**config.mk**
```make
export PLATFORM = sky130hd
export DESIGN_NAME = audio_ramp_ctrl
export DESIGN_NICKNAME = d
export VERILOG_FILES = /design/src/rtl/audio_ramp_ctrl.sv
export SDC_FILE = /design/constraint.sdc
export NUM_CORES = 1
export LEC_CHECK = 0
export BUFFER_PORTS_ARGS = -buffer_cell sky130_fd_sc_hd__buf_2
export CAP_MARGIN = 20
export CORE_UTILIZATION = 47
export DETAILED_ROUTE_END_ITERATION = 6
export PLACE_DENSITY = 0.66
export SYNTH_ARGS = -nofsm -noshare
export SYNTH_HDL_FRONTEND = slang
export SYNTH_SLANG_ARGS = --single-unit
```
**constraint.sdc**
```tcl
create_clock -name clk -period 10.3 [get_ports clk]
set_clock_uncertainty 0.1 [all_clocks]
set_input_delay 0 -clock clk [delete_from_list [all_inputs] [get_ports clk]]
set_output_delay 0 -clock clk [all_outputs]
set_load 0.02 [all_outputs]
```
**src/rtl/audio_ramp_ctrl.sv**
```systemverilog
// Audio path run/stop sequencer: ramps signed Q2.14 volume words {right, left}
// toward their effective targets on each sample tick so starts, stops and retargets never click.
module audio_ramp_ctrl #(
   parameter int WIDTH  = 16,
   parameter int STEP_W = 8
) (
   input  logic                 clk,
   input  logic                 rst,
   input  logic                 tick,
   input  logic                 req_run,
   input  logic                 tgt_we,
   input  logic [2*WIDTH-1:0]   tgt_vol,
   input  logic [STEP_W-1:0]    step,
   output logic [2*WIDTH-1:0]   cur_vol,
   output logic                 running,
   output logic                 busy,
   output logic                 done
);

   typedef enum logic [1:0] {IDLE, RAMP_UP, RUN, RAMP_DN} state_t;

   state_t                state, state_nxt;
   logic [1:0][WIDTH-1:0] tgt, cur, eff, cur_nxt;
   logic                  run_busy_q;
   logic                  done_nxt;

   // One ramp step of c toward e; clamps onto e so it never overshoots or wraps.
   function automatic logic [WIDTH-1:0] ramp_to(input logic [WIDTH-1:0]  c,
                                                input logic [WIDTH-1:0]  e,
                                                input logic [STEP_W-1:0] s);
      logic signed [WIDTH:0] d, mag, s_ext;
      logic [WIDTH-1:0]      s_w;
      s_w   = WIDTH'(s);
      s_ext = $signed({1'b0, s_w});
      d     = $signed({e[WIDTH-1], e}) - $signed({c[WIDTH-1], c});
      mag   = d[WIDTH] ? -d : d;
      if (s == '0 || mag <= s_ext) ramp_to = e;
      else if (d[WIDTH])           ramp_to = c - s_w;
      else                         ramp_to = c + s_w;
   endfunction

   always_comb begin
      eff        = (state == RAMP_UP || state == RUN) ? tgt : '0;
      cur_nxt[0] = ramp_to(cur[0], eff[0], step);
      cur_nxt[1] = ramp_to(cur[1], eff[1], step);
      busy       = (cur[0] != eff[0]) | (cur[1] != eff[1]);
   end

   // NOTE: every output is assigned a default first, so no path through the case can infer a latch.
   always_comb begin
      state_nxt = state;
      done_nxt  = 1'b0;
      unique case (state)
         IDLE:    if (req_run) state_nxt = RAMP_UP;
         RAMP_UP: begin
            if (!req_run) state_nxt = RAMP_DN;
            else if (!busy) begin
               state_nxt = RUN;
               done_nxt  = 1'b1;
            end
         end
         RUN: begin
            if (!req_run) state_nxt = RAMP_DN;
            else if (run_busy_q && !busy) done_nxt = 1'b1;
         end
         RAMP_DN: begin
            if (req_run) state_nxt = RAMP_UP;
            else if (!busy) begin
               state_nxt = IDLE;
               done_nxt  = 1'b1;
            end
         end
         default: state_nxt = IDLE;
      endcase
   end

   // NOTE: non-blocking assignments so every register here samples pre-edge values of the others.
   always_ff @(posedge clk or posedge rst) begin
      if (rst) begin
         state      <= IDLE;
         tgt        <= '0;
         cur        <= '0;
         run_busy_q <= 1'b0;
         done       <= 1'b0;
      end else begin
         state <= state_nxt;
         if (tgt_we) tgt <= tgt_vol;
         if (state == IDLE) cur <= '0;
         else if (tick)     cur <= cur_nxt;
         // Remembers a RUN retarget in flight so its completion can raise done.
         run_busy_q <= (state == RUN) && busy;
         done       <= done_nxt;
      end
   end

   assign cur_vol = cur;
   assign running = (state != IDLE);

endmodule

```
==> results of run 1 <==
## worst reg2reg max path: cells and delay by family, from the launching register on
kind / cells / cell delay, ns
AO/OA/AOI/OAI: 11 / 2.25
adder cells (fa/ha/maj): 3 / 1.39
AND/OR/NAND/NOR: 6 / 1.36
buffers and inverters: 3 / 0.89
multiplexers: 2 / 0.77
flip-flops: 1 / 0.38
## flip-flops by register name (all words and copies together), names as in the netlist
register and cells:
run_busy_q 1, state 2, cur_vol 32, done 1
tgt 32
## cells by family after synthesis
| logic type | synth area share (%) |
|---|---|
| AOI/OAI and AO/OA | 22.0 |
| xor gates and xnor gates | 9.96 |
| adders and majority gates | 12.3 |
| buffers and inverters | 6.45 |
| DFF | 20.4 |
| muxes | 7.49 |
| and+or+nand+nor | 21.4 |
## how the worst max path moves through the flow
| stage | startpoint | endpoint | slack [ns] | cells after the start |
|---|---|---|---|---|
| 3_5_place_dp | state[0] | cur_vol[16] | 3.18 | 27 |
| 4_1_cts | state[1] | cur_vol[16] | 3.14 | 27 |
| 2_1_floorplan | state[0] | cur_vol[0] | 3.46 | 34 |
| 6_report | state[1] | cur_vol[5] | 3.06 | 25 |
| 3_3_place_gp | state[1] | cur_vol[18] | 3.30 | 27 |
| 5_1_grt | state[0] | cur_vol[5] | 2.57 | 26 |
## per-layer routing
layer	vias up	wire length, µm
met5	-	0
met4	0	323
met3	30	1060
met2	219	10400
met1	3728	11300
li1	3900	-
## placed cells by master, fill, tap and decap left out, types with 18 or more instances in the layout
cell type,netlist,layout
o21ai_0,50,50
nor3_1,22,22
inv_1,71,70
nand4_1,18,18
a21oi_1,44,44
dlygate4sd3_1,0,34
nor2_1,61,60
nand3_1,24,24
mux2_2,32,32
xnor2_1,70,70
ha_1,74,73
nand2_1,100,100
nor2b_1,25,25
dfrtp_1,68,68
buf_2,8,79
xor2_1,25,25
and2_1,23,23
## layout make-up
type	count	share of cell area [%]
sequential	68	18.0
clock buffer	13	2.64
clock inverter	2	0.370
timing repair buffer	120	8.33
tap	225	2.98
multi-input combinational	841	64.7
inverter	74	2.95
## timing repair
action | CTS | global route
gates resized for setup | 0 | 0
endpoints found under the hold margin | 101 | 0
hold buffers | 34 | 0
## metrics by stage
step	hold WS (ns)	util, %	setup WS (ns)	std cells	area [µm²]
floorplan	0.0210	-	3.46	1036	8360
global placement	0.114	50.9	3.30	1294	8840
detailed placement	0.116	50.9	3.18	1294	8840
CTS	0.0684	54.5	3.14	1343	9460
global route	0.0828	54.5	2.57	1343	9460
finish	0.0741	54.5	3.06	1343	9460
==> impl_metrics.toml, run 1 <==
[outcome]
status = "complete, no violations"

[drt]
totalWireLength_um = 23000
dr.pass1.iters = 6
route.detailed.drc = 0
drt-wirelength-per-cell_um = 17.2
vias_per_cell = 5.87
ant_nets = 0
num_vias = 7877
dr.first_iter.drc_count = 556

[min_path]
hold_path_class = "in -> reg"
whs_endpoint = "cur_vol[17]"
hp-start = "tick"
holdPathStages = 3

[flow_run]
drv_cap = 0

[finish]
drive_above_1_share_pct = 14.3
fin_nets = 1235
n_fill_cell = 1625
final-seq-area_mm2 = 0.00170
n_antenna_cell = 0
multiInputGateArea_mm2 = 0.00613
area_growth_pct = 13.2

[synth]
synth.most_common_cell = "nand2_1"
syn-num-nets = 1157
synth_ff_type = "dfrtp_1"
synth_edf_count = 0
yosys_warnings = 0
synth_area_leaders = "dfrtp_1 (20%), ha_1 (11%), xnor2_1 (7.3%), nand2_1 (4.5%), mux2_2 (4.3%)"
ys_seq_area_share_pct = 20.4
synth_top_area_share_pct = 20.4
synthTopCellsByCount = "nand2_1 (100), ha_1 (74), inv_1 (71), xnor2_1 (70), dfrtp_1 (68)"
netlist_area_mm2 = 0.00836
syn_inst = 1036
ys_async_sr_fraction_pct = 100
ys_types = 92
ys_ff_latch = 68
synth.largest_area_cell = "dfrtp_1"
syn_avg_cell_area_um2 = 8.07

[global_routing]
grt.met2_usage_pct = 41.7
antenna_found_initial = 1
grt_remaining_overflow = 0
grt_pass1_wl_um = 37400
grt_usage_pct = 25.9
gr-usage-met3_pct = 4.04
grt_pass1_vias = 7306
grt_util_met1_pct = 36.2
grt.busiest_layer = "met2"
grt_max_degree = 69

[setup_path]
timing.rr.start = "state[1]"
r2r-end = "cur_vol[5]"
worstSetupEndpointType = "flop"
path_class = "reg -> reg"
path_buf_inv = 3
r2r_cells = 25
worst-endpoint-arrival_ns = 7.37
cp.required_ns = 10.44
rrSetupSlack_ns = 3.06
path_delay_family = "compound AO/OA/AOI/OAI gates"
startpoint_type = "flop"
crit_path_frequent_cell = "o21a_1"
slowest_stage = "ha_2"
worst-path-max-fanout = 41
cpPeakStageDelay_ns = 0.76

[place]
post-dp-hpwl_um = 16900
gp_congestion = 0.863
port_buffers = 79

[sta]
finalSetupViolations = 0
tightest_slew_ns = 0.944
period_needed_ns = 7.24
tns_ns = 0
slew-limit-headroom_pct = 37.0
final_max_slew_viol_count = 0
rsz0062_at_grt = "no"
hold_viol_final = 0
finalCritPeriodShare_pct = 70.3
fmax_ghz = 0.138

[clock_tree]
cts_buffers = 9
post_cts_buffers = 0
cts_tree = "built"
clk_pin_slew_worst_paths_ns = 0.06
clk_path_buf_depth = 2
insertion_delay_ns = 0.35
cts_root_buf = "clkbuf_16"
clock-sinks = 68
h-tree-depth = 3

[floorplanning]
rows = 48
die_x_um = 135
design.portCount = 80
die_h_um = 135
die_area_mm2 = 0.0183
start_util_pct = 48.1
core_mm2 = 0.0174
Power of run 1 is left out: the tool's default activity adds up to more than one toggle a clock period on the data nets, which glitch-free logic cannot reach.
==> inputs of run 2 (changes only) <==
- PLACE_DENSITY: 0.66 -> 0.68
- clock period: 10.3 -> 5.9 ns (I/O delays scaled with it)
==> run 2 against run 1 <==
Net effect: die area unchanged; wire length up 5.6%; hold slack better by 0.014 ns; clock-buffer cell count down 4; non-clock buffer count up 47; critical endpoint is now cur_vol[27]; final cell count up 3.6%; maximum frequency up 26%; global-route usage up 0.70 points; setup slack worse by 2.9 ns; first-iteration DRC count up 11%.
==> impl_metrics.toml, run 2 (synthesized netlist as in run 1, its figures left out) <==
[setup_path]
path_class = "reg -> reg"
slowest_stage = "or3_4"
crit_path_frequent_cell = "o21a_1"
worst-endpoint-arrival_ns = 5.86
cpPeakStageDelay_ns = 0.45
rrSetupSlack_ns = 0.17
worstSetupEndpointType = "flop"
worst-path-max-fanout = 8
r2r_cells = 25
cp.required_ns = 6.03
startpoint_type = "flop"

[floorplanning]
rows = 48
core_mm2 = 0.0174
die_x_um = 135
start_util_pct = 48.1
die_h_um = 135
design.portCount = 80
die_area_mm2 = 0.0183

[finish]
drive_above_1_share_pct = 21.6
final_cell_mix = "nand2_1 (99), buf_2 (79), dfrtp_1 (68), xnor2_1 (67), inv_1 (66)"
fin_nets = 1282
layout_commonest_cell = "nand2_1"
n_antenna_cell = 0
area_growth_pct = 22.7

[global_routing]
antenna_found_initial = 0
grt_pass1_vias = 7486
grt_remaining_overflow = 0
grt_pass1_wl_um = 38400
grt_max_degree = 69
grt_usage_pct = 26.7

[flow_run]
drv_cap = 0

[drt]
ant_nets = 0
dr.pass1.iters = 6
vias_per_cell = 5.88
dr.first_iter.drc_count = 615
route.detailed.drc = 0
totalWireLength_um = 24300
drt-wirelength-per-cell_um = 17.5
num_vias = 8174

[clock_tree]
clk_path_buf_depth = 2
cts_root_buf = "clkbuf_16"
cts_buffers = 9
cts_tree = "built"
h-tree-depth = 3
insertion_delay_ns = 0.35
clk_pin_slew_worst_paths_ns = 0.06
clock-sinks = 68

[sta]
finalSetupViolations = 0
tightest_slew_ns = 0.972
finalCritPeriodShare_pct = 97.1
fmax_ghz = 0.175
tns_ns = 0
final_max_slew_viol_count = 0
period_needed_ns = 5.73
hold_viol_final = 0
slew-limit-headroom_pct = 35.1

[place]
gp_congestion = 0.933
post-dp-hpwl_um = 17800
port_buffers = 79

[outcome]
status = "complete, no violations"

[min_path]
hold_path_class = "in -> reg"
holdPathStages = 3
-- run 2: changes by cell type in the layout (fill, tap and decap cells not counted), sizes merged --
cell / change
buf: +45
clkinvlp: +1
inv: +1
clkinv: +2
bufinv: +1
clkbuf: -2
-- run 2: metal layers --
| layer | vias up | global-route usage, % | wire length (µm) |
|---|---|---|---|
| li1 | 3988 | - | - |
| met1 | 3868 | 37.9 | 11800 |
| met2 | 287 | 41.2 | 10700 |
| met3 | 31 | 4.45 | 1460 |
| met4 | 0 | 7.62 | 454 |
| met5 | - | 0 | 0 |
-- run 2: worst max-delay path, delay by kind of cell, from the launching register on --
kind	cells	cell delay [ns]
mux	1	0.31
compound gates	13	2.47
buf+inv	3	0.42
fa+ha+maj	3	0.93
simple gates	5	1.00
flops	1	0.39
-- run 2: metrics by stage --
| step | cell area [µm²] | cells | util [%] | setup slack (ns) | hold WS, ns |
|---|---|---|---|---|---|
| 6_report | 10300 | 1391 | 59.1 | 0.170 | 0.0882 |
| 4_1_cts | 9940 | 1373 | 57.3 | 0.000328 | 0.0737 |
| 3_5_place_dp | 9260 | 1321 | 53.4 | -0.00532 | 0.136 |
| 5_1_grt | 10300 | 1391 | 59.1 | -0.0419 | 0.111 |
| 2_1_floorplan | 8620 | 1036 | - | -0.151 | 0.0210 |
| 3_3_place_gp | 9260 | 1321 | 53.4 | 0.0985 | 0.130 |
-- run 2: final cells by class --
class,instances,area (µm²)
Multi-Input combinational cell,841,6440
Tap cell,225,282
Timing Repair Buffer,167,1240
Fill cell,1555,7110
Sequential cell,68,1700
Clock inverter,7,91.3
Clock buffer,9,225
Inverter,74,278
-- run 2: final timing paths --
path	end	from
max	cur_vol[27]	state[0]
min	cur_vol[0]	tick
max reg2reg	cur_vol[27]	state[0]
min reg2reg	tgt[31]	tgt[31]
max in group asynchronous	cur_vol[21]	rst
min in group asynchronous	cur_vol[11]	rst
-- run 2: timing repair --
item / 4_1_cts / 5_1_grt
gates resized for setup: 0 / 27
gates cloned: 0 / 2
hold buffers: 34 / 0
setup endpoints to repair: 1 / 28
pin swaps: 1 / 17
endpoints found under the hold margin: 103 / 0
setup buffers: 2 / 16
Power of run 2 is left out for the same reason.
==> inputs of run 3 (changes only) <==
- CORE_UTILIZATION: 47 -> 30
- HOLD_SLACK_MARGIN: default -> 0.12
- PLACE_DENSITY: 0.68 -> default
- RECOVER_POWER: default -> 100
==> run 3 against run 2 <==
Net effect: wire length grew 6.9%; non-clock buffer count grew 5; the run now ends with capacitance limit, slew limit left; register-to-register slack is essentially flat; maximum frequency is essentially flat; global-route usage shrank 8.7 points; via count grew 0.16%; critical path depth grew 3; critical path type unchanged; sequential cell count is the same; sequential share of layout area shrank 0.26 points; final cell count grew 11%; largest cell class unchanged; die area grew 56%.
==> impl_metrics.toml, run 3 (synthesized netlist as in run 1, its figures left out) <==
[outcome]
status = "complete, but fails checks"
violations = "capacitance limit, slew limit"

[setup_path]
crit_end = "cur_vol[21]"
r2r-end = "cur_vol[21]"
path_class = "reg -> reg"
timing.rr.start = "state[1]"
cpPeakStageDelay_ns = 0.39
worst-endpoint-arrival_ns = 5.89
startpoint_type = "flop"
worst-path-max-fanout = 14
worstSetupEndpointType = "flop"
r2r_cells = 28
slowest_stage = "dfrtp_1"
crit_path_frequent_cell = "o21a_1"
rrSetupSlack_ns = 0.17
critPathLaunch = "state[1]"
cp.required_ns = 6.06

[global_routing]
grt_pass1_vias = 7548
grt_remaining_overflow = 0
grt_max_degree = 69
antenna_found_initial = 0
grt_usage_pct = 18.0
grt_pass1_wl_um = 40700

[drt]
dr.pass1.iters = 5
ant_nets = 0
vias_per_cell = 5.30
drt-wirelength-per-cell_um = 16.9
route.detailed.drc = 0
dr.first_iter.drc_count = 558
num_vias = 8187
totalWireLength_um = 26000

[clock_tree]
h-tree-depth = 3
insertion_delay_ns = 0.35
clk_path_buf_depth = 2
cts_buffers = 9
cts_tree = "built"
clock-sinks = 68
clk_pin_slew_worst_paths_ns = 0.06
cts_root_buf = "clkbuf_16"

[finish]
final_cell_mix = "nand2_1 (98), xnor2_1 (68), dfrtp_1 (68), inv_1 (66), ha_1 (64)"
drive_above_1_share_pct = 19.2
fin_util_pct = 38.4
fin_nets = 1288
n_antenna_cell = 0
area_growth_pct = 24.6
layout_commonest_cell = "nand2_1"

[min_path]
hold_path_class = "in -> reg"
holdPathStages = 4

[floorplanning]
die_h_um = 169
rows = 60
core_mm2 = 0.0271
design.portCount = 80
die_x_um = 169
die_area_mm2 = 0.0285
start_util_pct = 30.8

[place]
post-dp-hpwl_um = 19400
gp_congestion = 0.869
port_buffers = 79

[sta]
final_max_slew_viol_count = 104
fmax_ghz = 0.175
finalSetupViolations = 0
period_needed_ns = 5.73
tightest_slew_ns = 3.97
finalCritPeriodShare_pct = 97.1
hold_viol_final = 0
slew-limit-headroom_pct = -165

[flow_run]
drv_cap = 2
-- run 3: final cells by class --
class                   instances  area [µm²]
fillers                      2780       16700
multi-input cells             842        6480
flip-flops and latches         68        1700
repair buffers                172        1180
well taps                     372         465
inverters                      74         279
clock buffers                  12         256
clock inverters                 4        47.5
-- run 3: layer usage --
metal	share of wire (%)	track usage, %	vias to the layer above
met2	45	28.6	258
li1	-	-	4010
met3	5.5	2.85	23
met1	48	25.1	3896
met4	1.5	4.78	0
met5	0	0	-
-- run 3: worst max-delay path, delay by kind of cell, from the launching register on --
kind            cells  cell delay [ns]
xor+xnor            1             0.13
buf+inv             5             0.60
simple gates        2             0.24
flops               1             0.39
mux                 1             0.35
fa+ha+maj           4             0.86
compound gates     15             2.99
-- run 3: stage by stage --
stage	cell area [µm²]	TNS [ns]	setup WS (ns)	instances	hold slack [ns]
floorplan	8620	-0.907	-0.151	1036	0.0210
global placement	9410	0	0.0684	1465	0.129
detailed placement	9410	-0.317	-0.0675	1465	0.132
CTS	10200	0	0.133	1526	0.221
global route	10400	-0.306	-0.0486	1544	0.311
finish	10400	0	0.170	1544	0.303
-- run 3: how the worst min path moves through the flow --
stage	from	endpoint	slack [ns]
final	tgt_vol[19]	tgt[19]	0.30
after global routing	tgt_vol[23]	tgt[23]	0.31
after CTS	tgt_we	tgt[19]	0.22
after detailed placement	tgt_vol[19]	tgt[19]	0.13
after global placement	tgt_vol[3]	tgt[3]	0.13
after floorplan	tgt_vol[19]	tgt[19]	0.02
-- run 3: what timing repair did --
item	in CTS	in global routing
hold endpoints to repair	111	0
setup buffers	9	16
gates cloned	0	2
resized for setup	1	36
hold buffers	36	0
pin swaps	2	20
endpoints found under the setup margin	12	28
Power of run 3 is left out for the same reason.
